`src/rtl/SOPHON_PKG.sv`:
```
// Shared LSU request/response payloads for the core data interface.
package SOPHON_PKG;

    localparam int unsigned ADDR_W = 32;
    localparam int unsigned DATA_W = 32;
    localparam int unsigned STRB_W = DATA_W / 8;
    localparam int unsigned AMO_W  = 4;
    localparam int unsigned SIZE_W = 2;

    typedef struct packed {
        logic              req;
        logic              we;
        logic [ADDR_W-1:0] addr;
        logic [DATA_W-1:0] wdata;
        logic [AMO_W-1:0]  amo;
        logic [STRB_W-1:0] strb;
        logic [SIZE_W-1:0] size;
    } lsu_req_t;

    typedef struct packed {
        logic              ack;
        logic              error;
        logic [DATA_W-1:0] rdata;
    } lsu_ack_t;

    // Quiescent channel payload: everything zero except size.
    localparam lsu_req_t LSU_REQ_IDLE = '{req: 1'b0, we: 1'b0, addr: '0, wdata: '0,
                                          amo: '0, strb: '0, size: SIZE_W'(1)};
    localparam lsu_ack_t LSU_ACK_IDLE = '{ack: 1'b0, error: 1'b0, rdata: '0};
    localparam lsu_ack_t LSU_ACK_ERR  = '{ack: 1'b1, error: 1'b1, rdata: '0};

endpackage

```
`src/rtl/lsu_itf_demux_nch.sv`:
```
// N-channel LSU address-window demux with per-channel combinational or registered ports.
// Optional hung-channel watchdog enabled by defining LSU_DEMUX_TIMEOUT_EN.
module lsu_itf_demux_nch #(
    parameter int unsigned NUM_CH = 4,
    parameter logic [31:0] CH_BASE [NUM_CH] = '{32'h10000, 32'h90000, 32'hA0000, 32'hB0000},
    parameter logic [31:0] CH_END  [NUM_CH] = '{32'h1ffff, 32'h9ffff, 32'hAffff, 32'hBffff},
    parameter logic [NUM_CH-1:0] CH_REG = 4'b1110
`ifdef LSU_DEMUX_TIMEOUT_EN
    ,
    parameter int unsigned TIMEOUT_CYCLES = 256
`endif
) (
    input  logic                 clk_i,
    input  logic                 rst_ni,
    input  SOPHON_PKG::lsu_req_t lsu_req_i,
    output SOPHON_PKG::lsu_ack_t lsu_ack_o,
    output SOPHON_PKG::lsu_req_t lsu_req_ch_o [NUM_CH],
    input  SOPHON_PKG::lsu_ack_t lsu_ack_ch_i [NUM_CH],
    output logic                 busy_o
);

    import SOPHON_PKG::*;

    typedef enum logic [1:0] {IDLE, REG_WAIT, ERR_RESP} state_e;

    state_e              state_q, state_d;
    logic [NUM_CH-1:0]   hit, sel, sel_q, sel_d;
    logic                ld_reg, clr_reg;
    lsu_ack_t            ack_comb, ack_sel;

`ifdef LSU_DEMUX_TIMEOUT_EN
    localparam int unsigned CNT_W = $clog2(TIMEOUT_CYCLES + 1);
    logic [CNT_W-1:0] cnt_q, cnt_d;
`endif

    // Page-granular window decode; lowest index wins on overlap.
    always_comb begin
        hit = '0;
        for (int i = 0; i < NUM_CH; i++) begin
            hit[i] = (lsu_req_i.addr[31:12] >= CH_BASE[i][31:12]) &&
                     (lsu_req_i.addr[31:12] <= CH_END[i][31:12]);
        end
        sel = hit & (~hit + NUM_CH'(1));
    end

    always_comb begin
        ack_comb = LSU_ACK_IDLE;
        ack_sel  = LSU_ACK_IDLE;
        for (int i = 0; i < NUM_CH; i++) begin
            if (sel[i])   ack_comb = lsu_ack_ch_i[i];
            if (sel_q[i]) ack_sel  = lsu_ack_ch_i[i];
        end
    end

    always_ff @(posedge clk_i or negedge rst_ni) begin
        if (!rst_ni) begin
            state_q <= IDLE;
            sel_q   <= '0;
`ifdef LSU_DEMUX_TIMEOUT_EN
            cnt_q   <= '0;
`endif
        end else begin
            state_q <= state_d;
            sel_q   <= sel_d;
`ifdef LSU_DEMUX_TIMEOUT_EN
            cnt_q   <= cnt_d;
`endif
        end
    end

    always_comb begin
        state_d   = state_q;
        sel_d     = sel_q;
        ld_reg    = 1'b0;
        clr_reg   = 1'b0;
        lsu_ack_o = LSU_ACK_IDLE;
`ifdef LSU_DEMUX_TIMEOUT_EN
        cnt_d     = cnt_q;
`endif
        case (state_q)
            IDLE: begin
                if (lsu_req_i.req) begin
                    if (sel == '0) begin
                        state_d = ERR_RESP;
                    end else if ((sel & CH_REG) != '0) begin
                        ld_reg  = 1'b1;
                        sel_d   = sel;
                        state_d = REG_WAIT;
`ifdef LSU_DEMUX_TIMEOUT_EN
                        cnt_d   = '0;
`endif
                    end else begin
                        lsu_ack_o = ack_comb;
                    end
                end
            end
            REG_WAIT: begin
                if (ack_sel.ack) begin
                    lsu_ack_o = ack_sel;
                    clr_reg   = 1'b1;
                    sel_d     = '0;
                    state_d   = IDLE;
                end
`ifdef LSU_DEMUX_TIMEOUT_EN
                // Watchdog loses to a same-cycle ack; late acks land in IDLE and are ignored.
                else if (cnt_q == CNT_W'(TIMEOUT_CYCLES)) begin
                    clr_reg = 1'b1;
                    sel_d   = '0;
                    state_d = ERR_RESP;
                end else begin
                    cnt_d = cnt_q + CNT_W'(1);
                end
`endif
            end
            ERR_RESP: begin
                lsu_ack_o = LSU_ACK_ERR;
                state_d   = IDLE;
            end
            default: begin
                state_d = IDLE;
            end
        endcase
    end

    assign busy_o = (state_q != IDLE) ||
                    (lsu_req_i.req && ((sel & ~CH_REG) != '0));

    // Per-channel output stage: registered channels hold the captured request until ack.
    for (genvar i = 0; i < NUM_CH; i++) begin : g_ch
        if (CH_REG[i]) begin : g_reg
            lsu_req_t ch_q;
            always_ff @(posedge clk_i or negedge rst_ni) begin
                if (!rst_ni) begin
                    ch_q <= LSU_REQ_IDLE;
                end else if (clr_reg && sel_q[i]) begin
                    ch_q <= LSU_REQ_IDLE;
                end else if (ld_reg && sel[i]) begin
                    ch_q <= lsu_req_i;
                end
            end
            assign lsu_req_ch_o[i] = ch_q;
        end else begin : g_comb
            assign lsu_req_ch_o[i] = (state_q == IDLE && lsu_req_i.req && sel[i]) ?
                                     lsu_req_i : LSU_REQ_IDLE;
        end
    end

endmodule
```
`config.mk`:
```
export PLATFORM = sky130hd
export DESIGN_NAME = lsu_itf_demux_nch
export DESIGN_NICKNAME = d
export VERILOG_FILES = /design/src/rtl/SOPHON_PKG.sv /design/src/rtl/lsu_itf_demux_nch.sv
export SDC_FILE = /design/constraint.sdc
export NUM_CORES = 1
export LEC_CHECK = 0
export CORE_AREA = 4 4 215 217
export CTS_CLUSTER_DIAMETER = 40
export DETAILED_ROUTE_END_ITERATION = 6
export DIE_AREA = 0 0 219 221
export PLACE_DENSITY = 0.61
export SKIP_CTS_REPAIR_TIMING = 1
export SKIP_LAST_GASP = 1
export SLEW_MARGIN = 10
export SYNTH_ARGS = -nofsm -noshare
export SYNTH_HDL_FRONTEND = slang
export SYNTH_SLANG_ARGS = --single-unit
```
`constraint.sdc`:
```
create_clock -name clk_i -period 2.9 [get_ports clk_i]
set_input_delay 0.58 -clock clk_i [delete_from_list [all_inputs] [get_ports clk_i]]
set_output_delay 0.58 -clock clk_i [all_outputs]
set_load 0.05 [all_outputs]
```
==> results of run 1 <==
[final cells by class]
type,count,share of cell area [%]
multi-input cells,772,25.80
diodes,4,0.04693
clock inverters,23,1.437
flip-flops and latches,234,27.48
repair buffers,640,35.41
well taps,592,3.473
clock buffers,45,4.922
inverters,77,1.426
[cell families (layout without fill, tap and decap cells)]
group	Yosys count	after routing	synth area share, %
buffers and inverters	207	785	7.797
DFF	234	234	51.35
other	1	19	0.03287
AOI/OAI and AO/OA	377	377	21.59
muxes	63	63	5.527
and+or+nand+nor	317	317	13.70
[through the flow]
stage / worst slack [ns] / hold slack [ns] / util [%]
finish: -0.3001 / 0.04444 / 48.34
global route: -0.3647 / 0.08620 / 48.34
CTS: -0.7082 / 0.07208 / 47.73
detailed placement: -0.6954 / 0.4649 / 44.65
global placement: -0.6965 / 0.4619 / 44.65
floorplan: -0.2443 / 0.2844 / -
[registers in the layout, summed over array words and instances, names as in the netlist]
name          cells
sel_q             4
lsu_req_ch_o    228
state_q           2
[power by group through the flow]
stage | clock network, uW | registers [uW] | logic (uW)
finish | 4780 | 3270 | 666
global route | 5030 | 3270 | 711
CTS | 4880 | 3270 | 674
detailed placement | 0 | 3330 | 672
global placement | 0 | 3330 | 668
floorplan | 0 | 3330 | 166
[cells in the mapped netlist, drive strengths merged (2+ instances only)]
master / n
dfrtp: 231
o21ai: 123
clkbuf: 95
nand2: 93
a21oi: 79
inv: 77
nor2: 64
mux2i: 63
nand3: 63
o2bb2ai: 53
and3: 44
buf: 35
nor2b: 24
a22oi: 22
a221oi: 19
a221o: 16
a22o: 16
o22ai: 16
o31ai: 16
nand2b: 6
o211ai: 4
or4: 4
a211oi: 3
a21o: 3
and2: 3
dfstp: 3
nand4: 3
nor4b: 3
a2bb2oi: 2
nand3b: 2
nor3: 2
nor3b: 2
[final timing paths]
check | from | endpoint | cells after the start
setup reg to reg | state_q[0] | lsu_req_ch_o[183] | 6
min in group clk_i | lsu_req_ch_o[213] | lsu_req_ch_o[213] | 1
hold reg to reg | lsu_req_ch_o[213] | lsu_req_ch_o[213] | 1
max in group asynchronous | rst_ni | lsu_req_ch_o[0] | 2
hold / removal | rst_ni | lsu_req_ch_o[31] | 1
setup / recovery | state_q[0] | lsu_req_ch_o[273] | 8
[metal layers]
metal  vias to the layer above  GRT usage (%)
met5                         -              0
met3                        80          5.007
li1                       5391              -
met4                         0          7.360
met2                       495          38.65
met1                      5941          23.03
==> impl_results.md, run 1 <==
* Status: finished, violations left
* Failing checks: negative setup slack
* GP Congestion at 0.8994
* Final Instance Area at 21,330 um2
* Pins Over Slew Limit at 0
* TritonCTS buffer count at 40
* Routed via count at 11.91k
* Most common cell after layout, fill and taps aside: clkdlybuf4s50_1
* Worst hold path type: input port to async pin
* Most Frequent Cell on Critical Path: buf_12
* Switching Share at 23.45%
* Skew final at 0.01900 ns
* Post-Syn Instances at 1,199
* Drt drc at 0
* Final setup violation count at 95
* Chip Width at 219 um
* Max incr delay on CP at 0.46 ns
* Worst setup SP type: flip-flop
* Clk pwr share at 54.8%
* Antenna Nets Post-Route at 0
* Critical Path Slowest Stage Cell: or3b_4
* Setup CP Type: flip-flop to primary output
* RSZ-0062 raised after global routing: yes
* Metal3 WL at 3.918 mm
* Max-Cap Viols at 0
* CP bufs+invs at 4
* Worst path arrival time at 2.62 ns
* Wire length on met1 at 19.38 mm
* Length of routed met2 wiring at 28.42 mm
* CTS sink cnt at 234
* Commonest non-fill, non-tap cells in the layout: clkdlybuf4s50_1, dfrtp_1, o21ai_0
* Clk Tree Root Cell: clkbuf_16
* DP Wirelength at 40.29 mm
* Fraction of registers with async set or reset after synthesis at 100.0%
* Vias/cell at 4.988
* Max frequency at 312.5 MHz
* First-pass iteration count of the detailed router at 7
* Post-Synthesis Cell Area at 11,410 um2
* Htree depth at 2
* Comb pwr share at 7.6%
* Post-synth EDFFs at 0
* Seq pwr share at 37.5%
* Total GRT Usage at 20.85%
* P&R area growth vs syn at 86.93%
* Worst setup margin at -0.3001 ns
* CP Max Fanout at 8
* Worst IR Drop VDD at 0.3184 mV
* Fin nets at 1,979
* Initial core utilization at 25.86%
* Syn Area/Cell at 9.516 um2
* Layout Cells excl Fill at 2,387
* Top delay family on crit path: simple AND/OR/NAND/NOR gates
* Synth cell types at 49
* WL/cell at 22.46 um
* Die height at 221 um
* I/O Buffers at 537
* Initial antenna violation count at 4
* Pwr Density at 408.7 nW/um2
* Share of layout cells above drive strength 1 at 21.61%
* Syn. warnings at 0
* # IOs at 553
* Largest net degree at the start of global routing at 82
* Tmin final at 3.200 ns
* First DRT Iteration DRCs at 719
* First-pass GRT wire length at 78.54 mm
* CTS tree: done
* Row count at 77
* Slew @ Worst Pin at 0.6985 ns
* Main area contributors after synthesis: dfrtp_1, mux2i_1, o21ai_0
* Routed WL at 53.62 mm
* Flop2flop setup slack at 0.58 ns
* Register Area at 5862 um2
* P_sw at 2044 uW
* Max clock buf depth at 3
* Internal at 6673 uW
* Critical-path cell list: or3b_4 -> nor4_4 -> buf_4 -> nand2_8 -> clkbuf_16 -> buf_12 -> nor2_4 -> buf_12
* Multi-input gate area at 5503 um2
* Top cell type by total area after synthesis: dfrtp_1
* Max_slew headroom at 53.43%
* Area share of the largest cell type after synthesis at 50.66%
* Die area at 48,400 um2
* Top sig layer: met4
* Leakage at 0.009440 uW
* Inst Count DP at 2,304
* Sequential area share after synthesis at 51.35%
* Placed Area at 19,700 um2
* Worst-skew pair later-pin latency at 0.52 ns
* Number of global-route vias before repair at 12.50k
* Gr ovfl total at 0
* Clock transition at path regs at 0.05 ns
* Final Hold Fails at 0
* Main flop type after synthesis: dfrtp_1
* FILL cells at 4,118
* Core area at 44,120 um2
* Fin crit share at 110.3%
* Total negative slack at -23.48 ns
* CP required at 2.32 ns
* Tot Pwr at 8717 uW
* Post-synthesis sequential element count at 234
* Crit path capture type: primary output
Note: power is estimated with default switching activity, not from simulation.
==> run 2: changes to the inputs <==
- CTS_CLUSTER_SIZE: unset -> 16
- SLEW_MARGIN: 10 -> 20
==> impl_results.md, run 2 (synthesis gave the netlist of run 1 again) <==
* DP Wirelength at 40.29 mm (unchanged)
* Routed WL at 53.60 mm (about the same)
* CTS sink cnt at 234 (unchanged)
* CTS tree: done
* FILL cells at 4,114 (-0.097%)
* Worst setup margin at -0.3028 ns (-0.002684 ns)
* Routed via count at 11.90k (-0.092%)
* Layout Cells excl Fill at 2,388 (+0.042%)
* CP required at 2.32 ns (about the same)
* Critical-path cell list: or3b_4 -> nor4_4 -> buf_4 -> nand2_8 -> clkbuf_16 -> buf_12 -> nor2_4 -> buf_12
* Gr ovfl total at 0 (unchanged)
* Setup CP Type: flip-flop to primary output
* Clock transition at path regs at 0.05 ns (about the same)
* Commonest non-fill, non-tap cells in the layout: clkdlybuf4s50_1, dfrtp_1, o21ai_0
* First-pass iteration count of the detailed router at 5 (-2)
* Initial antenna violation count at 4 (unchanged)
* Fin crit share at 110.4% (about the same)
* P&R area growth vs syn at 87.24%
* R2r startpoint: state_q[0]
* Reg-to-reg endpoint: lsu_req_ch_o[183]
* Flop2flop setup slack at 0.58 ns (about the same)
* Crit path launch: state_q[0]
* Max incr delay on CP at 0.46 ns (about the same)
* TritonCTS buffer count at 40 (unchanged)
* Worst IR Drop VDD at 0.3238 mV (+1.7%)
* Worst slack, placed at -0.6954 ns (unchanged)
* Row count at 77 (unchanged)
* CP bufs+invs at 4 (unchanged)
* Placed Area at 19,700 um2 (unchanged)
* Final setup violation count at 95 (unchanged)
* Critical Path Slowest Stage Cell: or3b_4
* Cell depth of the worst flop-to-flop path at 6 (unchanged)
* Worst path arrival time at 2.62 ns (about the same)
* Fin nets at 1,979 (unchanged)
* Max-Cap Viols at 0 (unchanged)
* Initial core utilization at 25.86% (unchanged)
* Max frequency at 312.2 MHz (about the same)
* Worst setup SP type: flip-flop
* GP Congestion at 0.8994 (unchanged)
* Number of global-route vias before repair at 12.52k (+0.18%)
* Share of layout cells above drive strength 1 at 21.60% (about the same)
* WL/cell at 22.45 um (about the same)
* Failing checks: negative setup slack
* Leakage at 0.009454 uW (+0.14%)
* # IOs at 553 (unchanged)
* Metal3 WL at 4.012 mm (+2.4%)
* Final Instance Area at 21,360 um2 (+0.16%)
* Clk Tree Root Cell: clkbuf_16
* Wire length on met1 at 19.23 mm (-0.74%)
* Die area at 48,400 um2 (unchanged)
* Length of routed met2 wiring at 28.36 mm (-0.21%)
* CP Max Fanout at 8 (unchanged)
* Slew @ Worst Pin at 0.6958 ns (-0.002764 ns)
* I/O Buffers at 537 (unchanged)
* Tot Pwr at 8842 uW (+1.4%)
* First DRT Iteration DRCs at 728 (+1.3%)
* Total GRT Usage at 20.89% (+0.035 points)
* Core area at 44,120 um2 (unchanged)
* Most Frequent Cell on Critical Path: buf_12
* First-pass GRT wire length at 78.67 mm (+0.17%)
* Worst-skew pair later-pin latency at 0.52 ns (about the same)
* Die height at 221 um (unchanged)
* Top delay family on crit path: simple AND/OR/NAND/NOR gates
* Htree depth at 2 (unchanged)
* Max clock buf depth at 3 (unchanged)
* Crit path capture type: primary output
* Chip Width at 219 um (unchanged)
* Inst Count DP at 2,304 (unchanged)
* Pwr Density at 413.9 nW/um2 (+1.3%)
* Vias/cell at 4.982 (-0.13%)
* Largest net degree at the start of global routing at 82 (unchanged)
* Antenna Nets Post-Route at 0 (unchanged)
* Max_slew headroom at 53.62% (+0.18 points)
* Tmin final at 3.203 ns (+0.002684 ns)
* RSZ-0062 raised after global routing: yes
* Max reg flops at 228 (unchanged)
* Status: finished, violations left
* Most common cell after layout, fill and taps aside: clkdlybuf4s50_1
* Final Hold Fails at 0 (unchanged)
* Worst hold path type: input port to async pin
* Pins Over Slew Limit at 0 (unchanged)
* Drt drc at 0 (unchanged)
* Skew final at 0.02017 ns (+0.001174 ns)
* Top sig layer: met4
## run 2: cell count changes in the layout (fill, tap and decap cells not counted), sizes merged
cell | previous run | this run
clkinv | 5 | 4
clkbuf | 51 | 52
bufinv | 5 | 6
## run 2: worst register-to-register path: cells and delay by family (launching register included)
kind / cells / cell delay, ns
and+or+nand+nor: 2 / 0.99
AOI/OAI and AO/OA: 2 / 0.42
DFF: 1 / 0.37
buffers and inverters: 2 / 0.42
## run 2: area by class of cell
cell class | instances | area, um2 | share of cell area, %
Sequential cell | 234 | 5862 | 27.44
Timing Repair Buffer | 640 | 7552 | 35.35
Clock buffer | 46 | 1054 | 4.931
Inverter | 77 | 304.0 | 1.423
Multi-Input combinational cell | 772 | 5503 | 25.76
Clock inverter | 23 | 337.8 | 1.581
Antenna cell | 4 | 10.01 | 0.04685
Tap cell | 592 | 740.7 | 3.467
## run 2: power by group
part | leakage [uW] | internal [uW] | switching [uW]
Combinational | 0.00555 | 321 | 345
Clock | 0.000664 | 3180 | 1720
Sequential | 0.00324 | 3270 | 1.02
## run 2: worst max-delay path by stage
stage                              endpoint  depth (start not counted)
after detailed placement  lsu_req_ch_o[258]                          9
after global placement    lsu_req_ch_o[258]                          9
after global routing      lsu_req_ch_o[266]                          8
after CTS                 lsu_req_ch_o[258]                          9
final                     lsu_req_ch_o[273]                          8
after floorplan                lsu_ack_o[2]                          5
## run 2: metal layers
| layer | up-vias | global-route usage (%) |
|---|---|---|
| li1 | 5390 | - |
| met1 | 5904 | 23.06 |
| met2 | 519 | 38.65 |
| met3 | 83 | 4.911 |
| met4 | 0 | 7.686 |
| met5 | - | 0 |
## run 2: through the flow
step	TNS, ns	hold slack [ns]	utilization, %
global route	-30.21	0.08660	48.41
floorplan	-11.56	0.2844	-
CTS	-62.30	0.07349	47.81
detailed placement	-124.71	0.4649	44.65
finish	-23.73	0.04852	48.41
global placement	-123.27	0.4619	44.65
==> run 3: changes to the inputs <==
- ABC_CLOCK_PERIOD_IN_PS: unset -> 2900
- CORE_AREA: 4 4 215 217 -> 4 4 213 215
- DIE_AREA: 0 0 219 221 -> 0 0 217 219
- PLACE_DENSITY: 0.61 -> 0.62
==> impl_results.md, run 3 (synthesis gave the netlist of run 1 again) <==
* Status: finished, violations left
* Failing checks: negative setup slack
* Hold_ws at 0.04078 ns (-0.007746 ns)
* Max frequency at 321.9 MHz (+3.1%)
* Vias/cell at 4.998 (+0.34%)
* Core area at 43,740 um2 (-0.87%)
* Inst Count DP at 2,304 (unchanged)
* Tot Pwr at 8720 uW (-1.4%)
* Die height at 219 um (-0.90%)
* Leakage at 0.009506 uW (+0.56%)
* R2r startpoint: state_q[0]
* WL/cell at 22.60 um (+0.68%)
* Clock transition at path regs at 0.05 ns (about the same)
* TritonCTS buffer count at 39 (-2.5%)
* Routed WL at 54.01 mm (+0.76%)
* Row count at 77 (unchanged)
* Crit path launch: lsu_req_i[68]
* Worst path arrival time at 2.53 ns (-0.09 ns)
* Layout Cells excl Fill at 2,390 (+0.084%)
* Number of global-route vias before repair at 12.52k (-0.016%)
* Share of layout cells above drive strength 1 at 22.27% (+0.68 points)
* CP Max Fanout at 8 (unchanged)
* P&R area growth vs syn at 87.96%
* First-pass iteration count of the detailed router at 5 (unchanged)
* Tmin final at 3.106 ns (-0.09668 ns)
* CTS sink cnt at 234 (unchanged)
* Largest net degree at the start of global routing at 74 (-9.8%)
* Worst slack, placed at -0.5702 ns (+0.1253 ns)
* Max-Cap Viols at 0 (unchanged)
* Worst setup margin at -0.2061 ns (+0.09668 ns)
* Htree depth at 2 (unchanged)
* Max_slew headroom at 57.05% (+3.4 points)
* Multi-input gate area at 5600 um2 (+1.8%)
* Final Hold Fails at 0 (unchanged)
* Most common cell after layout, fill and taps aside: clkdlybuf4s50_1
* Max clock buf depth at 3 (unchanged)
* Final setup violation count at 91 (-4.2%)
* FILL cells at 4,013 (-2.5%)
* Pwr Density at 406.6 nW/um2 (-1.8%)
* Fin nets at 1,982 (+0.15%)
* Drt drc at 0 (unchanged)
* Chip Width at 217 um (-0.91%)
* Metal3 WL at 3.631 mm (-9.5%)
* Max reg flops at 228 (unchanged)
* Worst IR Drop VDD at 0.3226 mV (-0.39%)
* GP Congestion at 0.8999 (about the same)
* Pins Over Slew Limit at 0 (unchanged)
* Gr ovfl total at 0 (unchanged)
* Die area at 47,520 um2 (-1.8%)
* Initial antenna violation count at 2 (-2)
* First-pass GRT wire length at 78.93 mm (+0.33%)
* CP required at 2.32 ns (about the same)
* Worst-skew pair later-pin latency at 0.52 ns (about the same)
* Crit path capture type: primary output
* Top sig layer: met4
* Slew @ Worst Pin at 0.6422 ns (-0.05355 ns)
* Routed via count at 11.95k (+0.42%)
* RSZ-0062 raised after global routing: yes
* Skew final at 0.02348 ns (+0.003304 ns)
* Fin crit share at 107.1% (-3.3 points)
* Commonest non-fill, non-tap cells in the layout: clkdlybuf4s50_1, dfrtp_1, o21ai_0
* Length of routed met2 wiring at 28.42 mm (+0.19%)
* First DRT Iteration DRCs at 733 (+0.69%)
* CTS tree: done
* Worst setup SP type: input port
* Total GRT Usage at 21.55% (+0.66 points)
* Clk Tree Root Cell: clkbuf_16
* Layout Utilization at 49.03% (+0.62 points)
* Register Area at 5867 um2 (about the same)
* Setup CP Type: input port to primary output
* Antenna Nets Post-Route at 0 (unchanged)
* Wire length on met1 at 19.44 mm (+1.1%)
* # IOs at 553 (unchanged)
* Initial core utilization at 26.09% (+0.23 points)
* DP Wirelength at 41.09 mm (+2.0%)
* Worst hold path type: input port to async pin
* I/O Buffers at 537 (unchanged)
run 3: cell count changes in the layout (fill, tap and decap cells not counted), sizes merged, moves of 2 or more:
| cell | delta |
|---|---|
| buf | +6 |
| bufinv | -2 |
| diode | -2 |
| clkdlybuf4s50 | -2 |
| clkbuf | -2 |
| inv | +4 |
run 3: routing by layer:
metal,vias up,global-route usage (%)
li1,5399,-
met1,5890,23.55
met2,554,40.08
met3,103,4.943
met4,0,8.989
met5,-,0
run 3: worst paths after layout:
check / cells past startpoint / endpoint / slack (ns)
worst max-delay path: 10 / lsu_req_ch_o[283] / -0.21
worst min-delay path: 1 / lsu_req_ch_o[30] / 0.04
worst max register to register: 6 / lsu_req_ch_o[190] / 0.63
worst min register to register: 1 / lsu_req_ch_o[227] / 0.48
max in group asynchronous: 2 / lsu_req_ch_o[94] / 2.01
min in group clk_i: 1 / lsu_req_ch_o[227] / 0.48
run 3: final cells by class:
type / instances / area share [%]
repair buffers: 644 / 35.35
flip-flops and latches: 234 / 27.36
multi-input cells: 772 / 26.11
clock buffers: 43 / 4.819
well taps: 592 / 3.454
clock inverters: 26 / 1.476
inverters: 77 / 1.406
diodes: 2 / 0.02334
run 3: where the power goes:
group          internal [uW]  switching (uW)  total (uW)  leakage (uW)
sequential              3270           0.901        3270       0.00324
clock                   3000            1770        4770      0.000649
combinational            320             358         678       0.00562
total                   6590            2130        8720       0.00951
run 3: through the flow:
| step | area, um2 | setup TNS, ns |
|---|---|---|
| after CTS | 21020 | -48.05 |
| after detailed placement | 19670 | -78.29 |
| final | 21450 | -10.28 |
| after floorplan | 12200 | -11.56 |
| after global placement | 19670 | -77.33 |
| after global routing | 21440 | -15.46 |
run 3: worst max-delay path, cell delays in order:
cell and delay (ns):
dlymetal6s2s_1 0.12, or4_4 0.57, nor4_4 0.26, buf_4 0.19, nand2_8 0.07, buf_16 0.16
buf_16 0.16, buf_12 0.15, nor2_4 0.12, buf_12 0.14
